--- src/rtl/instr_fetch_unit_if.sv ---
// Fetch-unit bus bundle: RAM read port, decoder handshake and control/status lines.
// The master side is the fetch unit; the slave side is the RAM/decoder/controller environment.
interface instr_fetch_unit_if #(
    parameter int ADDR_W = 16,
    parameter int DATA_W = 32
);
    logic              Start;
    logic              Stop;
    logic              Jump;
    logic [ADDR_W-1:0] JumpAddr;
    logic              RamEnable;
    logic              RamRW;
    logic [ADDR_W-1:0] RamAddress;
    logic [DATA_W-1:0] RamOut;
    logic [DATA_W-1:0] Instr;
    logic              InstrValid;
    logic              InstrReady;
    logic [ADDR_W-1:0] PC;
    logic              Busy;
    logic [15:0]       FetchCount;

    modport master (
        input  Start, Stop, Jump, JumpAddr, RamOut, InstrReady,
        output RamEnable, RamRW, RamAddress, Instr, InstrValid, PC, Busy, FetchCount
    );

    modport slave (
        output Start, Stop, Jump, JumpAddr, RamOut, InstrReady,
        input  RamEnable, RamRW, RamAddress, Instr, InstrValid, PC, Busy, FetchCount
    );
endinterface

--- src/rtl/instr_fetch_unit.sv ---
// Sequential instruction fetch: issues a RAM read at PC, waits READ_LAT cycles,
// then presents the word on a valid/ready handshake; supports jump redirects and stop.
module instr_fetch_unit #(
    parameter int                ADDR_W   = 16,
    parameter int                DATA_W   = 32,
    parameter int                READ_LAT = 1,
    parameter logic [ADDR_W-1:0] RESET_PC = '0
) (
    input logic           Clk,
    input logic           Reset,
    instr_fetch_unit_if.master bus
);
    typedef enum logic [1:0] {S_IDLE, S_ISSUE, S_WAIT, S_VALID} state_t;

    // Last wait-counter value before capture; unused when READ_LAT is 0.
    localparam int         LAST_I = (READ_LAT == 0) ? 0 : READ_LAT - 1;
    localparam logic [2:0] C_LAST = 3'(LAST_I);

    state_t            r_state;
    state_t            w_next;
    logic [ADDR_W-1:0] r_pc;
    logic [DATA_W-1:0] r_instr;
    logic [2:0]        r_cnt;
    logic [15:0]       r_fcount;
    logic              w_accept;
    logic              w_capture;
    logic              w_ram_en;
    logic              w_valid;
    logic              w_busy;

    assign w_accept  = (r_state == S_VALID) && bus.InstrReady;
    // A jump in the same cycle discards the word arriving from RAM.
    assign w_capture = !bus.Jump &&
                       (((r_state == S_ISSUE) && (READ_LAT == 0)) ||
                        ((r_state == S_WAIT) && (r_cnt == C_LAST)));

    always_ff @(posedge Clk or posedge Reset) begin
        if (Reset) begin
            r_state <= S_IDLE;
        end else begin
            r_state <= w_next;
        end
    end

    always_comb begin
        w_next = r_state;
        unique case (r_state)
            S_IDLE:  if (bus.Start && !bus.Stop && !bus.Jump) w_next = S_ISSUE;
            S_ISSUE: w_next = (READ_LAT == 0) ? S_VALID : S_WAIT;
            S_WAIT:  if (r_cnt == C_LAST) w_next = S_VALID;
            S_VALID: if (bus.InstrReady) w_next = bus.Stop ? S_IDLE : S_ISSUE;
            default: w_next = S_IDLE;
        endcase
        if ((r_state != S_IDLE) && bus.Jump) begin
            w_next = bus.Stop ? S_IDLE : S_ISSUE;
        end
    end

    always_comb begin
        w_ram_en = 1'b0;
        w_valid  = 1'b0;
        w_busy   = 1'b1;
        unique case (r_state)
            S_IDLE:          w_busy   = 1'b0;
            S_ISSUE, S_WAIT: w_ram_en = 1'b1;
            S_VALID:         w_valid  = 1'b1;
            default:         w_busy   = 1'b0;
        endcase
    end

    always_ff @(posedge Clk or posedge Reset) begin
        if (Reset) begin
            r_pc     <= RESET_PC;
            r_instr  <= '0;
            r_cnt    <= '0;
            r_fcount <= '0;
        end else begin
            if (w_accept) begin
                r_fcount <= r_fcount + 16'd1;
            end
            // An accepted word still counts when a jump lands in the same cycle.
            if (bus.Jump) begin
                r_pc <= bus.JumpAddr;
            end else if (w_accept) begin
                r_pc <= r_pc + ADDR_W'(1);
            end
            if (w_capture) begin
                r_instr <= bus.RamOut;
            end
            if (r_state == S_WAIT) begin
                r_cnt <= r_cnt + 3'd1;
            end else begin
                r_cnt <= '0;
            end
        end
    end

    assign bus.RamEnable  = w_ram_en;
    assign bus.RamRW      = 1'b1;
    assign bus.RamAddress = w_ram_en ? r_pc : '0;
    assign bus.Instr      = r_instr;
    assign bus.InstrValid = w_valid;
    assign bus.PC         = r_pc;
    assign bus.Busy       = w_busy;
    assign bus.FetchCount = r_fcount;
endmodule
--- src/flat_wrapper.sv ---
// flat-port wrapper written by rule: the top's interface ports become plain ports
module instr_fetch_unit_flat 
#(
    parameter int                ADDR_W   = 16,
    parameter int                DATA_W   = 32,
    parameter int                READ_LAT = 1,
    parameter logic [ADDR_W-1:0] RESET_PC = '0
)
  (Clk, Reset, bus_Start, bus_Stop, bus_Jump, bus_JumpAddr, bus_RamOut, bus_InstrReady, bus_RamEnable, bus_RamRW, bus_RamAddress, bus_Instr, bus_InstrValid, bus_PC, bus_Busy, bus_FetchCount);
  instr_fetch_unit_if #(.ADDR_W(ADDR_W), .DATA_W(DATA_W)) bus_i ();
  input logic Clk;
  input logic Reset;
  input wire logic [$bits(bus_i.Start)-1:0] bus_Start;
  input wire logic [$bits(bus_i.Stop)-1:0] bus_Stop;
  input wire logic [$bits(bus_i.Jump)-1:0] bus_Jump;
  input wire logic [$bits(bus_i.JumpAddr)-1:0] bus_JumpAddr;
  input wire logic [$bits(bus_i.RamOut)-1:0] bus_RamOut;
  input wire logic [$bits(bus_i.InstrReady)-1:0] bus_InstrReady;
  output wire logic [$bits(bus_i.RamEnable)-1:0] bus_RamEnable;
  output wire logic [$bits(bus_i.RamRW)-1:0] bus_RamRW;
  output wire logic [$bits(bus_i.RamAddress)-1:0] bus_RamAddress;
  output wire logic [$bits(bus_i.Instr)-1:0] bus_Instr;
  output wire logic [$bits(bus_i.InstrValid)-1:0] bus_InstrValid;
  output wire logic [$bits(bus_i.PC)-1:0] bus_PC;
  output wire logic [$bits(bus_i.Busy)-1:0] bus_Busy;
  output wire logic [$bits(bus_i.FetchCount)-1:0] bus_FetchCount;
  assign bus_i.Start = bus_Start;
  assign bus_i.Stop = bus_Stop;
  assign bus_i.Jump = bus_Jump;
  assign bus_i.JumpAddr = bus_JumpAddr;
  assign bus_i.RamOut = bus_RamOut;
  assign bus_i.InstrReady = bus_InstrReady;
  assign bus_RamEnable = bus_i.RamEnable;
  assign bus_RamRW = bus_i.RamRW;
  assign bus_RamAddress = bus_i.RamAddress;
  assign bus_Instr = bus_i.Instr;
  assign bus_InstrValid = bus_i.InstrValid;
  assign bus_PC = bus_i.PC;
  assign bus_Busy = bus_i.Busy;
  assign bus_FetchCount = bus_i.FetchCount;
  instr_fetch_unit #(.ADDR_W(ADDR_W), .DATA_W(DATA_W), .READ_LAT(READ_LAT), .RESET_PC(RESET_PC)) u_core (.Clk(Clk), .Reset(Reset), .bus(bus_i));
endmodule
--- config.mk ---
export PLATFORM = sky130hd
export DESIGN_NAME = instr_fetch_unit_flat
export DESIGN_NICKNAME = d
export VERILOG_FILES = /design/src/rtl/instr_fetch_unit_if.sv /design/src/rtl/instr_fetch_unit.sv /design/src/flat_wrapper.sv
export SDC_FILE = /design/constraint.sdc
export NUM_CORES = 1
export LEC_CHECK = 0
export BUFFER_PORTS_ARGS = -buffer_cell sky130_fd_sc_hd__buf_2
export CAP_MARGIN = 20
export CORE_AREA = 3 3 140 74
export DETAILED_ROUTE_END_ITERATION = 8
export DIE_AREA = 0 0 143 77
export SLEW_MARGIN = 10
export SYNTH_ARGS = -nofsm -noshare
export SYNTH_HDL_FRONTEND = slang
export SYNTH_SLANG_ARGS = --single-unit
--- constraint.sdc ---
create_clock -name Clk -period 2.54 [get_ports Clk]
set_clock_uncertainty 0.1 [all_clocks]
set_input_delay 0.127 -clock Clk [delete_from_list [all_inputs] [get_ports Clk]]
set_output_delay 0.127 -clock Clk [all_outputs]
set_load 0.02 [all_outputs]
# Word level (Yosys, flattened, before mapping)
# Cells that the tools add are included.
[totals]
reg_bits = 69
in_bits = 54
[op_classes]
addsub = 3
eq_ne = 6
muxes = 13
reduce_logical = 14
[ops]
columns = ["op", "n"]
rows = [
  ["$mux W16", 3],
  ["$add A16 B1 Y16 const B", 2],
  ["$mux W2", 4],
  ["$pmux W2 S4", 1],
  ["$logic_and A1 B1 Y1", 6],
  ["$ne A3 B1 Y1 const B", 2],
  ["$eq A2 B2 Y1 const B", 2],
  ["$mux W1", 4],
  ["$reduce_bool A2 Y1", 2],
  ["$add A3 B1 Y3 const B", 1],
  ["$logic_not A3 Y1", 1],
  ["$mux W3", 1],
  ["$ne A3 B3 Y1 const B", 1],
  ["$reduce_and A3 Y1", 1],
  ["$eq A2 B1 Y1 const B", 1],
  ["$logic_not A1 Y1", 2],
  ["$logic_not A2 Y1", 1],
  ["$reduce_or A2 Y1", 1],
]

# Logic depth before layout (Yosys ltp)
# Gate-level depths: netlist of run 1.
[logic_depth]
word_depth = 6
depth_mapped = 6
ltp_nobuf = 6

# Least setup slack after synthesis of run 1
# Ideal clock, no wire load.
[synth_path]
kind = "register to register"
start = "reg u_core.r_state[1]"
end = "reg u_core.r_pc[13] (netlist: u_core.bus.PC[13])"
setup_time_ns = 0.082
t_arrival_ns = 1.712
t_required_ns = 2.358
setup_slack_ns = 0.646
stages_incl_launch_ff = 7
n_path_buf = 1
path_cell_list = "dfrtp_1 -> ha_1 -> and4_1 -> buf_2 -> nand3_2 -> or3_1 -> a31oi_1"
[synth_between]
elab_chain_len = 3
[synth_lines]
columns = ["item", "line", "source"]
rows = [
  ["start: declaration", "instr_fetch_unit.sv:19", "state_t r_state;"],
  ["start signal: assignment", "instr_fetch_unit.sv:41", "r_state <= w_next;"],
  ["$eq A2 B2 Y1", "instr_fetch_unit.sv:31", "assign w_accept = (r_state == S_VALID) && bus.InstrReady;"],
  ["$logic_and A1 B1 Y1", "instr_fetch_unit.sv:31", ""],
  ["$reduce_bool A2 Y1 (no line)", "--", ""],
  ["end signal: assignment", "instr_fetch_unit.sv:83", "r_pc <= bus.JumpAddr;"],
  ["end signal: assignment", "instr_fetch_unit.sv:85", "r_pc <= r_pc + ADDR_W'(1);"],
  ["end: declaration", "instr_fetch_unit.sv:21", "logic [ADDR_W-1:0] r_pc;"],
]
# Every way passes these cells.
# A chain may end at the register's enable or synchronous reset.

# Worst setup path in the final report of run 1
[layout_path]
start = "reg u_core.r_state[0]"
end = "out bus_RamAddress[15]"
[layout_between]
elab_chain_len = 4
word_cells_on_any_way = 5
[layout_lines]
columns = ["item", "line", "source"]
rows = [
  ["$eq A2 B2 Y1 / $eq A2 B1 Y1 (equally long branches)", "--", ""],
  ["$reduce_or A2 Y1 (*)", "instr_fetch_unit.sv:63", "unique case (r_state)"],
  ["$mux W1 (*)", "instr_fetch_unit.sv:63", ""],
  ["$mux W16 (*)", "instr_fetch_unit.sv:100", "assign bus.RamAddress = w_ram_en ? r_pc : '0;"],
  ["end: declaration", "flat_wrapper.sv:21", "output wire logic [$bits(bus_i.RamAddress)-1:0] bus_RamAddress;"],
]
# Mark *: on every way between the ends. The rest lies on a longest branch, timed or not.

==> impl_metrics.toml, run 1 <==
[global_route]
grt.met1_usage_pct = 17.7
grt_pass1_wl_um = 13300
grt_start_max_net_pins = 33
grt.met2_usage_pct = 27.1
grt_antenna_before_repair = 0
met3_usage_pct = 4.17
busiest_layer = "met2"
grt-ovfl-total = 0
grt_pass1_vias = 2759
grt_util_all_layers_pct = 15.1

[detailed_routing]
vias = 2664
wl_per_cell_um = 13.4
remaining_drc_errors = 0
first_pass_iters = 4
drtIter0Drc = 63
viasPerCell = 4.52
drtAntennaViolNets = 0
drt-total-wl_um = 7910

[floorplanning]
ioPinCount = 138
dieHeight_um = 77
die-area_um2 = 11000
core_um2 = 9290
row_count = 25
initial_core_util_pct = 34.6
fp.dieW_um = 143

[clocking]
clockBufferDepth = 2
clk_pin_slew_worst_paths_ns = 0.05
cts_setup_buffers = 0
cts_tree = "yes"
cts_sinks = 69
numCtsBuffers = 9
insertion_delay_ns = 0.33
ctsHtreeMaxLevel = 3
cts_root_buffer = "clkbuf_16"

[critical_path]
worst-endpoint-arrival_ns = 1.84
cp_top_family = "adder cells"
path_buf_inv = 2
timing.critical_path.slowest_stage_cell = "ha_1"
cp_data_required_time_ns = 2.31
path_cells = "inv_1, ha_1, and2_1, buf_2"
endpoint_kind = "output port"
crit_type = "flop to output port"
start_kind = "flop"
cp_slowest_stage_delay_ns = 0.62
worstPathMaxFanout = 18

[power_and_ir_drop]
cellPowerDensity_nw_per_um2 = 1000
total_power_mw = 4.84
p_sw_share_pct = 38.0
p_clk_share_pct = 25.4
cellInternalPower_mw = 3.01
power_leakage_nw = 2.40
peakVddDrop_mv = 0.367
p_seq_share_pct = 34.3
power.switching_mw = 1.84
comb_power_share_pct = 40.3

[timing]
drv_slew = 0
post-route-period-util_pct = 81.6
fmax_mhz = 483
period_needed_ns = 2.07
max_slew.worst_pin.slew_ns = 0.621
timing.final.ws_setup_ns = 0.468
rsz0062_at_grt = "false"
hold_violations = 0
finalSetupViolCount = 0
maxSlewHeadroom_pct = 58.5
tns_ns = 0

[placed_design]
portBuffers = 136
gp_congestion = 0.731
place_ws_ns = 0.498
hpwlAfterDp_um = 5340
placed_area_um2 = 4030

[status]
status = "complete, no violations"

[logic_synthesis]
synth-edff-count = 0
synth-seq-cells = 69
ys_types = 38
ys.flop_type = "dfrtp_1"
syn_area_um2 = 3220
synth-seq-area-share_pct = 53.7
yosysWarnings = 0
synthCells = 274
synthArstFlopShare_pct = 100
syn_nets = 336
syn_area_per_cell_um2 = 11.7

[finish]
areaGrowthSynthToFinish_pct = 50.0
layout.nets = 526
antennaDiodeCount = 0
fillers = 834
register_area_um2 = 1730
multi_input_area_um2 = 1410
layout-drive-gt1-share_pct = 34.3
final_util_pct = 51.9
design_area_um2 = 4830

[min_path]
worstHoldPathType = "input port to flop"

[job]
cap_violations = 0
==> flip-flops by register name (all words and copies together) (netlist names) <==
register and cells:
u_core.r_state 2, u_core.bus.PC 16, u_core.bus.Instr 32, u_core.r_cnt 3, u_core.bus.FetchCount 16
==> worst paths after layout <==
check,from,endpoint,slack [ns],cells past startpoint
worst max-delay path,u_core.r_state[0],bus_RamAddress[15],0.47,4
min in group asynchronous,Reset,u_core.bus.FetchCount[10],0.32,3
max in group asynchronous,Reset,u_core.bus.PC[14],1.24,4
worst max register to register,u_core.r_state[1],u_core.bus.PC[13],0.51,5
worst min-delay path,bus_Jump,u_core.bus.PC[4],0.20,4
worst min register to register,u_core.r_cnt[0],u_core.r_cnt[0],0.35,1
==> what timing repair did <==
item / in CTS / in global routing
endpoints found under the hold margin: 75 / 0
setup endpoints to repair: 0 / 0
hold buffers: 50 / 0
gates resized for setup: 0 / 0
==> per-layer routing <==
| layer | routed length, µm | vias to the layer above | share of wire (%) |
|---|---|---|---|
| met1 | 3340 | 1263 | 42 |
| li1 | - | 1321 | - |
| met5 | 0 | - | 0 |
| met4 | 87 | 0 | 1.1 |
| met2 | 4100 | 72 | 52 |
| met3 | 372 | 8 | 4.7 |
==> cell families (layout without fill, tap and decap cells) <==
kind of cell             count (synthesis)  count (layout)  share of synthesized area, %
multiplexers                            37              37                          12.9
flip-flops                              69              69                          53.7
XOR/XNOR                                28              28                          7.62
AND/OR/NAND/NOR                         88              88                          16.0
adder cells (fa/ha/maj)                  8               8                          3.11
other                                    1               1                         0.117
buffers and inverters                   21             216                          2.88
AO/OA/AOI/OAI                           22              22                          3.77
==> cells in the mapped netlist, types with 4 or more instances <==
cell,instances,area share (%)
dfrtp_1,69,54
mux2_1,34,12
and2_1,20,3.9
nand2_1,20,2.3
xor2_1,17,4.6
o21ai_1,13,2.0
nand4_1,12,2.3
xnor2_1,11,3.0
inv_1,9,1.0
ha_1,8,3.1
nand3_1,7,1.1
nor2_1,7,0.82
and4_1,5,1.4
buf_2,5,0.78
clkbuf_1,4,0.47
==> placed cells by master (no fill, tap or decap), drive strengths merged, types with 3 or more instances in the layout <==
cell           n
a31oi          3
and2          20
and3           3
and4           5
buf          140
clkbuf        12
dfrtp         69
dlygate4sd3   50
ha             8
inv           10
mux2          35
nand2         20
nand3          8
nand4         12
nor2           7
o21ai         16
or3            3
xnor2         11
xor2          17
==> worst reg2reg max path, cell delays in order (launching register included) <==
cell	delay [ns]
dfrtp_1	0.41
ha_1	0.37
and4_1	0.41
nand3_2	0.15
or3_1	0.36
a31oi_1	0.16
==> final cells by class <==
type	count	area share, %
multi-input combinational	184	29.1
tap	121	3.14
timing repair buffer	190	25.1
sequential	69	35.8
clock buffer	12	5.11
clock inverter	4	0.985
inverter	10	0.778
==> power by group through the flow <==
stage	registers [mW]	clock network (mW)	logic, mW
detailed placement	1.68	0	1.91
CTS	1.66	1.27	1.97
floorplan	2.05	0	0.858
global placement	1.67	0	1.89
global route	1.71	1.32	2.13
finish	1.66	1.23	1.95
==> per-stage QoR <==
step	std cells	hold WS [ns]
floorplan	274	0.152
global placement	524	0.147
detailed placement	524	0.156
CTS	590	0.192
global route	590	0.217
finish	590	0.204
No activity file was read; power rests on OpenSTA's default activity.
==> run 2, diff against run 1 <==
==> constraint.sdc (replaced) <==
create_clock -name Clk -period 2.2 [get_ports Clk]
set_clock_uncertainty 0.1 [all_clocks]
set_input_delay 0.11 -clock Clk [delete_from_list [all_inputs] [get_ports Clk]]
set_output_delay 0.11 -clock Clk [all_outputs]
set_load 0.02 [all_outputs]
==> impl_metrics.toml, run 2 (synthesis results as in run 1) <==
[status]
status = "complete, no violations"

[power_and_ir_drop]
peakVddDrop_mv = 0.432
p_sw_share_pct = 37.8
p_seq_share_pct = 33.9
comb_power_share_pct = 41.0
power.switching_mw = 2.13
p_clk_share_pct = 25.1
cellPowerDensity_nw_per_um2 = 1160
cellInternalPower_mw = 3.49
power_leakage_nw = 2.40
total_power_mw = 5.62

[placed_design]
gp_congestion = 0.769
dp.cells = 524
place_ws_ns = 0.250
placed_area_um2 = 4060
portBuffers = 136
hpwlAfterDp_um = 5310

[global_route]
grt-ovfl-total = 0
grt_start_max_net_pins = 70
grt_pass1_wl_um = 13600
grt_antenna_before_repair = 0
grt_util_all_layers_pct = 15.4
grt_pass1_vias = 2869

[min_path]
whs_path_depth = 4
worstHoldPathType = "input port to flop"

[critical_path]
r2r_slack_ns = 0.25
reg2regPathDepth = 5
path_buf_inv = 0
endpoint_kind = "flop"
r2r-start = "u_core.r_state[0]"
cp_data_required_time_ns = 2.35
worstPathMaxFanout = 9
crit_type = "flop to flop"
critPathLaunch = "u_core.r_state[0]"
crit_cells = 5
path_cells = "ha_1, and4_1, nand3_2, or3_1, a31oi_1"
cp_top_family = "simple AND/OR/NAND/NOR gates"
cp_slowest_stage_delay_ns = 0.40
r2r-end = "u_core.bus.PC[13]"
start_kind = "flop"
timing.critical_path.slowest_stage_cell = "dfrtp_1"
worst-endpoint-arrival_ns = 2.10
crit_end = "u_core.bus.PC[13]"

[clocking]
numCtsBuffers = 9
clk_pin_slew_worst_paths_ns = 0.05
cts_tree = "yes"
clockBufferDepth = 2
cts_sinks = 69
ctsHtreeMaxLevel = 3
insertion_delay_ns = 0.32
cts_root_buffer = "clkbuf_16"

[finish]
multi_input_area_um2 = 1410
fillers = 846
largest_reg_flops = 32
register_area_um2 = 1730
design_area_um2 = 4850
layout_commonest_cell = "buf_2"
layout.nets = 526
final_util_pct = 52.2
most-common-layout-cells = "136 x buf_2, 69 x dfrtp_1, 50 x dlygate4sd3_1, 34 x mux2_1"
layout.cells.non_filler = 590
layout-drive-gt1-share_pct = 34.5
antennaDiodeCount = 0
areaGrowthSynthToFinish_pct = 50.8

[timing]
timing.final.ws_setup_ns = 0.252
drv_slew = 0
rsz0062_at_grt = "false"
fmax_mhz = 513
hold_violations = 0
tns_ns = 0
hold_slack_ns = 0.182
finalSetupViolCount = 0
post-route-period-util_pct = 88.6
period_needed_ns = 1.95

[floorplanning]
fp.dieW_um = 143
row_count = 25
ioPinCount = 138
die-area_um2 = 11000
initial_core_util_pct = 34.6
dieHeight_um = 77
core_um2 = 9290

[job]
cap_violations = 0

[detailed_routing]
drt-total-wl_um = 7950
wl_per_cell_um = 13.5
remaining_drc_errors = 0
vias = 2689
drtIter0Drc = 85
viasPerCell = 4.56
first_pass_iters = 4
drtAntennaViolNets = 0
run 2: worst min path at each step:
stage / startpoint / to / slack (ns)
2_1_floorplan: bus_Stop / u_core.r_state[0] / 0.14
3_3_place_gp: Reset / u_core.bus.Instr[31] / 0.12
3_5_place_dp: Reset / u_core.bus.Instr[7] / 0.13
4_1_cts: bus_Jump / u_core.bus.PC[0] / 0.17
5_1_grt: bus_Jump / u_core.bus.PC[0] / 0.21
6_report: bus_Jump / u_core.bus.PC[0] / 0.18
run 2: routing by layer:
layer | share of wire, % | global-route usage, %
met5 | 0 | 0
met3 | 5.0 | 4.49
met2 | 51 | 27.5
met4 | 1.8 | 5.79
met1 | 42 | 17.3
run 2: layout make-up:
cell class                 instances  share of cell area [%]
sequential                        69                    35.6
clock inverter                     4                   0.980
timing repair buffer             190                    25.5
tap                              121                    3.12
inverter                          10                   0.773
clock buffer                      12                    5.08
multi-input combinational        184                    29.0
run 2: power by group through the flow:
stage / clock (mW) / sequential, mW / combinational [mW]
global route: 1.53 / 1.97 / 2.50
CTS: 1.46 / 1.91 / 2.32
detailed placement: 0 / 1.93 / 2.25
global placement: 0 / 1.91 / 2.22
finish: 1.41 / 1.91 / 2.31
floorplan: 0 / 2.37 / 0.990
run 2: tightest hold or removal path, stage by stage:
cell and delay, ns:
buf_2 0.10, buf_4 0.22, nand2_1 0.08, o21ai_1 0.05
run 2: timing repair:
| action | 4_1_cts | 5_1_grt |
|---|---|---|
| hold buffers | 50 | 0 |
| buffers inserted | 0 | 0 |
| endpoints found under the hold margin | 118 | 0 |
| endpoints found under the setup margin | 0 | 1 |
| resized for setup | 0 | 1 |
